--- src/rtl/spi_rx_frame_ctrl.sv ---
// SPI mode-0 slave frame receiver in the CLOCK_50 domain: synchronises the raw pins,
// checks frame length and timeout, commits good words and echoes the last one on MISO.
module spi_rx_frame_ctrl #(
    parameter int unsigned WORD_BITS      = 32,
    parameter int unsigned SYNC_STAGES    = 2,
    parameter int unsigned TIMEOUT_CYCLES = 5000000
) (
    input  logic                 CLOCK_50,
    input  logic                 RESET_N,
    input  logic                 spi_sclk,
    input  logic                 spi_ss,
    input  logic                 spi_mosi,
    output logic                 spi_miso,
    output logic                 spi_miso_oe,
    output logic [WORD_BITS-1:0] disp_word,
    output logic                 frame_valid,
    output logic                 frame_err,
    output logic [7:0]           frame_count,
    output logic [7:0]           err_count,
    output logic                 busy
);

    localparam int unsigned CNT_W = $clog2(WORD_BITS + 2);
    localparam int unsigned TMO_W = $clog2(TIMEOUT_CYCLES);
    localparam logic [CNT_W-1:0] CNT_MAX  = CNT_W'(WORD_BITS + 1);
    localparam logic [CNT_W-1:0] CNT_FULL = CNT_W'(WORD_BITS);
    localparam logic [TMO_W-1:0] TMO_LAST = TMO_W'(TIMEOUT_CYCLES - 1);

    typedef enum logic [2:0] {
        ST_WAIT_IDLE,
        ST_IDLE,
        ST_SHIFT,
        ST_COMMIT,
        ST_REJECT
    } state_e;

    state_e state_q, state_d;

    logic [SYNC_STAGES-1:0] sclk_sync_q, ss_sync_q, mosi_sync_q;
    logic                   sclk_prev_q, ss_prev_q;
    logic                   sclk_s, ss_s, mosi_s;
    logic                   sclk_rise, sclk_fall, ss_fall, ss_rise;

    logic [WORD_BITS-1:0] rx_shift_q, rx_shift_d;
    logic [WORD_BITS-1:0] tx_shift_q, tx_shift_d;
    logic [CNT_W-1:0]     bit_cnt_q, bit_cnt_d;
    logic [TMO_W-1:0]     tmo_q, tmo_d;
    logic                 tmo_abort_q, tmo_abort_d;
    logic                 miso_q, miso_d;
    logic                 miso_oe_q, miso_oe_d;
    logic [WORD_BITS-1:0] disp_q, disp_d;
    logic                 fv_q, fv_d;
    logic                 fe_q, fe_d;
    logic [7:0]           fc_q, fc_d;
    logic [7:0]           ec_q, ec_d;
    logic                 busy_q, busy_d;

    // Pin synchronisers plus one extra stage for edge detection
    always_ff @(posedge CLOCK_50 or negedge RESET_N) begin
        if (!RESET_N) begin
            sclk_sync_q <= '0;
            ss_sync_q   <= '0;
            mosi_sync_q <= '0;
            sclk_prev_q <= 1'b0;
            ss_prev_q   <= 1'b0;
        end else begin
            sclk_sync_q <= {sclk_sync_q[SYNC_STAGES-2:0], spi_sclk};
            ss_sync_q   <= {ss_sync_q[SYNC_STAGES-2:0], spi_ss};
            mosi_sync_q <= {mosi_sync_q[SYNC_STAGES-2:0], spi_mosi};
            sclk_prev_q <= sclk_sync_q[SYNC_STAGES-1];
            ss_prev_q   <= ss_sync_q[SYNC_STAGES-1];
        end
    end

    assign sclk_s    = sclk_sync_q[SYNC_STAGES-1];
    assign ss_s      = ss_sync_q[SYNC_STAGES-1];
    assign mosi_s    = mosi_sync_q[SYNC_STAGES-1];
    assign sclk_rise = sclk_s & ~sclk_prev_q;
    assign sclk_fall = ~sclk_s & sclk_prev_q;
    assign ss_fall   = ~ss_s & ss_prev_q;
    assign ss_rise   = ss_s & ~ss_prev_q;

    always_ff @(posedge CLOCK_50 or negedge RESET_N) begin
        if (!RESET_N) state_q <= ST_WAIT_IDLE;
        else          state_q <= state_d;
    end

    // Next state and next values of every datapath/output register
    always_comb begin
        state_d     = state_q;
        rx_shift_d  = rx_shift_q;
        tx_shift_d  = tx_shift_q;
        bit_cnt_d   = bit_cnt_q;
        tmo_d       = tmo_q;
        tmo_abort_d = tmo_abort_q;
        miso_d      = miso_q;
        disp_d      = disp_q;
        fv_d        = 1'b0;
        fe_d        = 1'b0;
        fc_d        = fc_q;
        ec_d        = ec_q;

        case (state_q)
            ST_WAIT_IDLE: begin
                if (ss_s) state_d = ST_IDLE;
            end
            ST_IDLE: begin
                if (ss_fall) begin
                    state_d    = ST_SHIFT;
                    bit_cnt_d  = '0;
                    tmo_d      = '0;
                    tx_shift_d = disp_q;
                    miso_d     = disp_q[WORD_BITS-1];
                end
            end
            ST_SHIFT: begin
                if (sclk_rise) begin
                    rx_shift_d = {rx_shift_q[WORD_BITS-2:0], mosi_s};
                    if (bit_cnt_q != CNT_MAX) bit_cnt_d = bit_cnt_q + 1'b1;
                    tmo_d = '0;
                end else begin
                    tmo_d = tmo_q + 1'b1;
                end
                if (sclk_fall) begin
                    tx_shift_d = {tx_shift_q[WORD_BITS-2:0], 1'b0};
                    miso_d     = tx_shift_q[WORD_BITS-2];
                end
                // Length is judged on the count including a bit taken this same cycle
                if (ss_rise) begin
                    tmo_abort_d = 1'b0;
                    state_d     = (bit_cnt_d == CNT_FULL) ? ST_COMMIT : ST_REJECT;
                end else if (!sclk_rise && (tmo_q == TMO_LAST)) begin
                    tmo_abort_d = 1'b1;
                    state_d     = ST_REJECT;
                end
            end
            ST_COMMIT: begin
                disp_d  = rx_shift_q;
                fv_d    = 1'b1;
                fc_d    = fc_q + 8'd1;
                state_d = ST_IDLE;
            end
            ST_REJECT: begin
                fe_d = 1'b1;
                if (ec_q != 8'hFF) ec_d = ec_q + 8'd1;
                state_d = tmo_abort_q ? ST_WAIT_IDLE : ST_IDLE;
            end
            default: state_d = ST_WAIT_IDLE;
        endcase

        miso_oe_d = (state_d == ST_SHIFT);
        busy_d    = (state_d == ST_SHIFT);
        if (state_d != ST_SHIFT) miso_d = 1'b0;
    end

    always_ff @(posedge CLOCK_50 or negedge RESET_N) begin
        if (!RESET_N) begin
            rx_shift_q  <= '0;
            tx_shift_q  <= '0;
            bit_cnt_q   <= '0;
            tmo_q       <= '0;
            tmo_abort_q <= 1'b0;
            miso_q      <= 1'b0;
            miso_oe_q   <= 1'b0;
            disp_q      <= '0;
            fv_q        <= 1'b0;
            fe_q        <= 1'b0;
            fc_q        <= '0;
            ec_q        <= '0;
            busy_q      <= 1'b0;
        end else begin
            rx_shift_q  <= rx_shift_d;
            tx_shift_q  <= tx_shift_d;
            bit_cnt_q   <= bit_cnt_d;
            tmo_q       <= tmo_d;
            tmo_abort_q <= tmo_abort_d;
            miso_q      <= miso_d;
            miso_oe_q   <= miso_oe_d;
            disp_q      <= disp_d;
            fv_q        <= fv_d;
            fe_q        <= fe_d;
            fc_q        <= fc_d;
            ec_q        <= ec_d;
            busy_q      <= busy_d;
        end
    end

    assign spi_miso    = miso_q;
    assign spi_miso_oe = miso_oe_q;
    assign disp_word   = disp_q;
    assign frame_valid = fv_q;
    assign frame_err   = fe_q;
    assign frame_count = fc_q;
    assign err_count   = ec_q;
    assign busy        = busy_q;

endmodule

--- config.mk ---
export PLATFORM = sky130hd
export DESIGN_NAME = spi_rx_frame_ctrl
export DESIGN_NICKNAME = d
export VERILOG_FILES = /design/src/rtl/spi_rx_frame_ctrl.sv
export SDC_FILE = /design/constraint.sdc
export NUM_CORES = 1
export LEC_CHECK = 0
export BUFFER_PORTS_ARGS = -buffer_cell sky130_fd_sc_hd__buf_2
export CORE_ASPECT_RATIO = 0.5
export CORE_UTILIZATION = 40
export CTS_CLUSTER_SIZE = 25
export DETAILED_ROUTE_END_ITERATION = 8
export GPL_TIMING_DRIVEN = 0
export PLACE_DENSITY_LB_ADDON = 0.05
export SKIP_CTS_REPAIR_TIMING = 1
export SLEW_MARGIN = 40
export SYNTH_ARGS = -nofsm -noshare
export SYNTH_HDL_FRONTEND = slang
export SYNTH_SLANG_ARGS = --single-unit
--- constraint.sdc ---
create_clock -name CLOCK_50 -period 3.5 [get_ports CLOCK_50]
set_input_delay 0.525 -clock CLOCK_50 [delete_from_list [all_inputs] [get_ports CLOCK_50]]
set_output_delay 0.525 -clock CLOCK_50 [all_outputs]
set_load 0.01 [all_outputs]
==> metrics.csv <==
metric,value,unit
status,"complete, no violations",
wire per inst,14.8,um
synth-to-layout area growth,18.5,%
final wirelength,14.7,mm
I/O pins,58,
Die Y,93.5,um
cell count after synthesis,675,
clk root buf,clkbuf_16,
crit end category,flop,
CTS tree,yes,
CP startpoint kind,flop,
WHS Path Cells,1,
IO Port Bufs,57,
pwr dens,578,mW/mm^2
clock-pin slew of the registers on the worst-case setup and hold paths,70,ps
leakage power,3.82,nW
routed vias,5040,
first-pass GRT wire length,24.8,mm
adder-cell share of the synthesized area,0.934,%
# DRC,0,
Worst Hold Launch,spi_mosi,
die width,185,um
pins over their slew limit,0,
period utilization,61.8,%
H-tree depth,4,
multiplexer area fraction after synthesis,5.68,%
worst reg2reg endpoint,rx_shift_q[17],
reg-to-reg setup timing slack,1340,ps
min-delay worst type,input port to flop,
Post-synth top flop,dfrtp_1,
Syn Area/Cell,9.92,um^2
WP data required,3800,ps
Worst Path Max Fanout,10,
WP data arrival,2470,ps
Reg2Reg Depth,4,
Antenna Cells,0,
Nets,764,
"Hold Vio Cnt, Final",0,
synthesized cell area,0.00670,mm^2
minimum clock period after layout,2160,ps
# clock sinks,156,
Slew @ Worst Pin,760,ps
drt initial violations,335,
setup_tns,0,ps
initial core utilization,41.0,%
VDD IR max,0.371,mV
hold path endpoint,mosi_sync_q[0],
RSZ-0062 raised after global routing,no,
critical path type,flop to flop,
vias in the first global route,4834,
Sequential cell area,0.00390,mm^2
die area,0.0173,mm^2
"Setup violations, final",0,
multi-input logic area,0.00262,mm^2
CTS Buffer Depth,2,
max-cap violations,0,
# fillers,1567,
Antenna Nets Post-Route,0,
largest family of logic cells by synthesized area,simple AND/OR/NAND/NOR gates,
layout cell share with drive strength beyond 1,18.0,%
Compound-Gate Fraction of Synth Area,10.2,%
Synth Warn #,0,
post-synthesis xor/xnor area fraction,2.22,%
fmax,0.462,GHz
fin util,48.5,%
Post-Syn Nets,685,
post-synthesis sequential area ratio,58.3,%
simple-gate portion of the synthesized area,20.1,%
initial antenna violation count,0,
row cnt,33,
hpwl dp,9.84,mm
Worst Clk Skew,10.3,ps
"Clk Latency, worst-skew pair",420,ps
Vias/cell,5.08,
1st-pass router iterations,5,
number of synthesized flops with an enable pin,0,
largest net degree at the start of global routing,74,
asr flop ratio synth,100,%
core area,0.0164,mm^2
RR Startpoint,state_q[2],
grt ovf,0,
"FF+latch count, synth",156,
Num CTS Buffers,17,
Unique masters post-synth,54,
relative max-transition margin,48.9,%
global-route total usage across every layer,18.6,%
Placer Congestion,0.810,
[final cells by class]
type	count	area share, %
plain buffers	34	1.88
clock buffers	18	5.54
clock inverters	13	1.94
inverters	6	0.284
multi-input cells	479	33.0
flip-flops and latches	156	49.2
well taps	227	3.58
repair buffers	60	4.54
[Yosys cell counts (2+ instances only)]
library cell,number,area (um^2)
nand3_1,19,95.1
nor2b_1,4,25.0
a21oi_1,9,45.0
o41ai_1,2,17.5
and3_1,7,43.8
nand4_1,14,87.6
dfrtp_1,156,3900
a41oi_1,2,17.5
ha_1,5,62.6
a31oi_1,38,238
nor2_1,50,188
or2_2,2,12.5
xor2_1,8,70.1
nand2_1,189,709
nor3_1,5,25.0
xnor2_1,9,78.8
nand2b_1,6,37.5
buf_4,4,30.0
a21o_1,2,15.0
inv_1,5,18.8
o21ai_0,43,215
clkbuf_1,23,86.3
mux2_2,32,360
mux2i_1,2,20.0
o31ai_1,6,45.0
buf_2,4,20.0
buf_1,2,7.51
[per-stage QoR]
stage	area, um^2	cells	hold WS [ps]	total power, mW	worst slack [ps]
6_report	7930	993	205	4.58	1340
2_1_floorplan	6700	675	229	2.53	1730
3_3_place_gp	7270	959	333	2.72	-608
4_1_cts	7920	992	-93.7	4.64	1270
5_1_grt	7930	993	186	4.81	1150
3_5_place_dp	7330	961	337	2.74	1290
[per-layer routing]
layer	GRT usage (%)	up-vias	wire length [um]
li1	-	2475	-
met1	26.2	2483	7650
met2	28.2	75	6540
met3	4.28	7	430
met4	5.79	0	91
met5	0	-	0
[flip-flops by register name, summed over array words and instances (netlist names), 3 cells and up]
name	cells
rx_shift_q	32
tmo_q	23
tx_shift_q	31
disp_word	32
frame_count	8
err_count	8
bit_cnt_q	6
state_q	3
[worst max-delay path by stage]
stage,endpoint,cells after the start,slack [ps],startpoint
final,rx_shift_q[17],4,1340,state_q[2]
after global routing,spi_miso,6,1150,tmo_q[0]
after CTS,rx_shift_q[17],4,1270,state_q[2]
after detailed placement,rx_shift_q[17],4,1290,state_q[2]
after global placement,rx_shift_q[14],1,-610,RESET_N
after floorplan,rx_shift_q[10],4,1730,state_q[2]
[power by group]
part / leakage [nW] / total, mW / internal, mW / switching (mW)
sequential: 2.08 / 2.17 / 2.02 / 0.148
combinational: 1.46 / 0.535 / 0.215 / 0.320
clock: 0.278 / 1.88 / 1.08 / 0.800
[kinds of logic after synthesis]
group           after synthesis
simple gates                310
mux                          34
fa+ha+maj                     5
compound gates              113
buf+inv                      40
xor+xnor                     17
flops                       156
[cell usage in the layout (no fill, tap or decap), drive strengths merged, types with 4 or more instances in the layout]
cell type  netlist  routed
nand2          189     189
dfrtp          156     156
buf             10      69
nor2            51      51
o21ai           44      44
clkbuf          24      42
a31oi           38      38
mux2            32      32
nand3           19      19
nand4           14      14
inv              6      12
xnor2            9       9
a21oi            9       9
xor2             8       8
and3             7       7
nand2b           6       6
o31ai            6       6
nor3             5       5
ha               5       5
nor2b            4       4
clkinvlp         0       4
[critical path, stage by stage, from the launching register on]
cell	delay [ps]
dfrtp_1	460
or3b_1	450
nor2_1	480
buf_4	300
mux2_2	350
No activity file was read; power rests on OpenSTA's default activity.
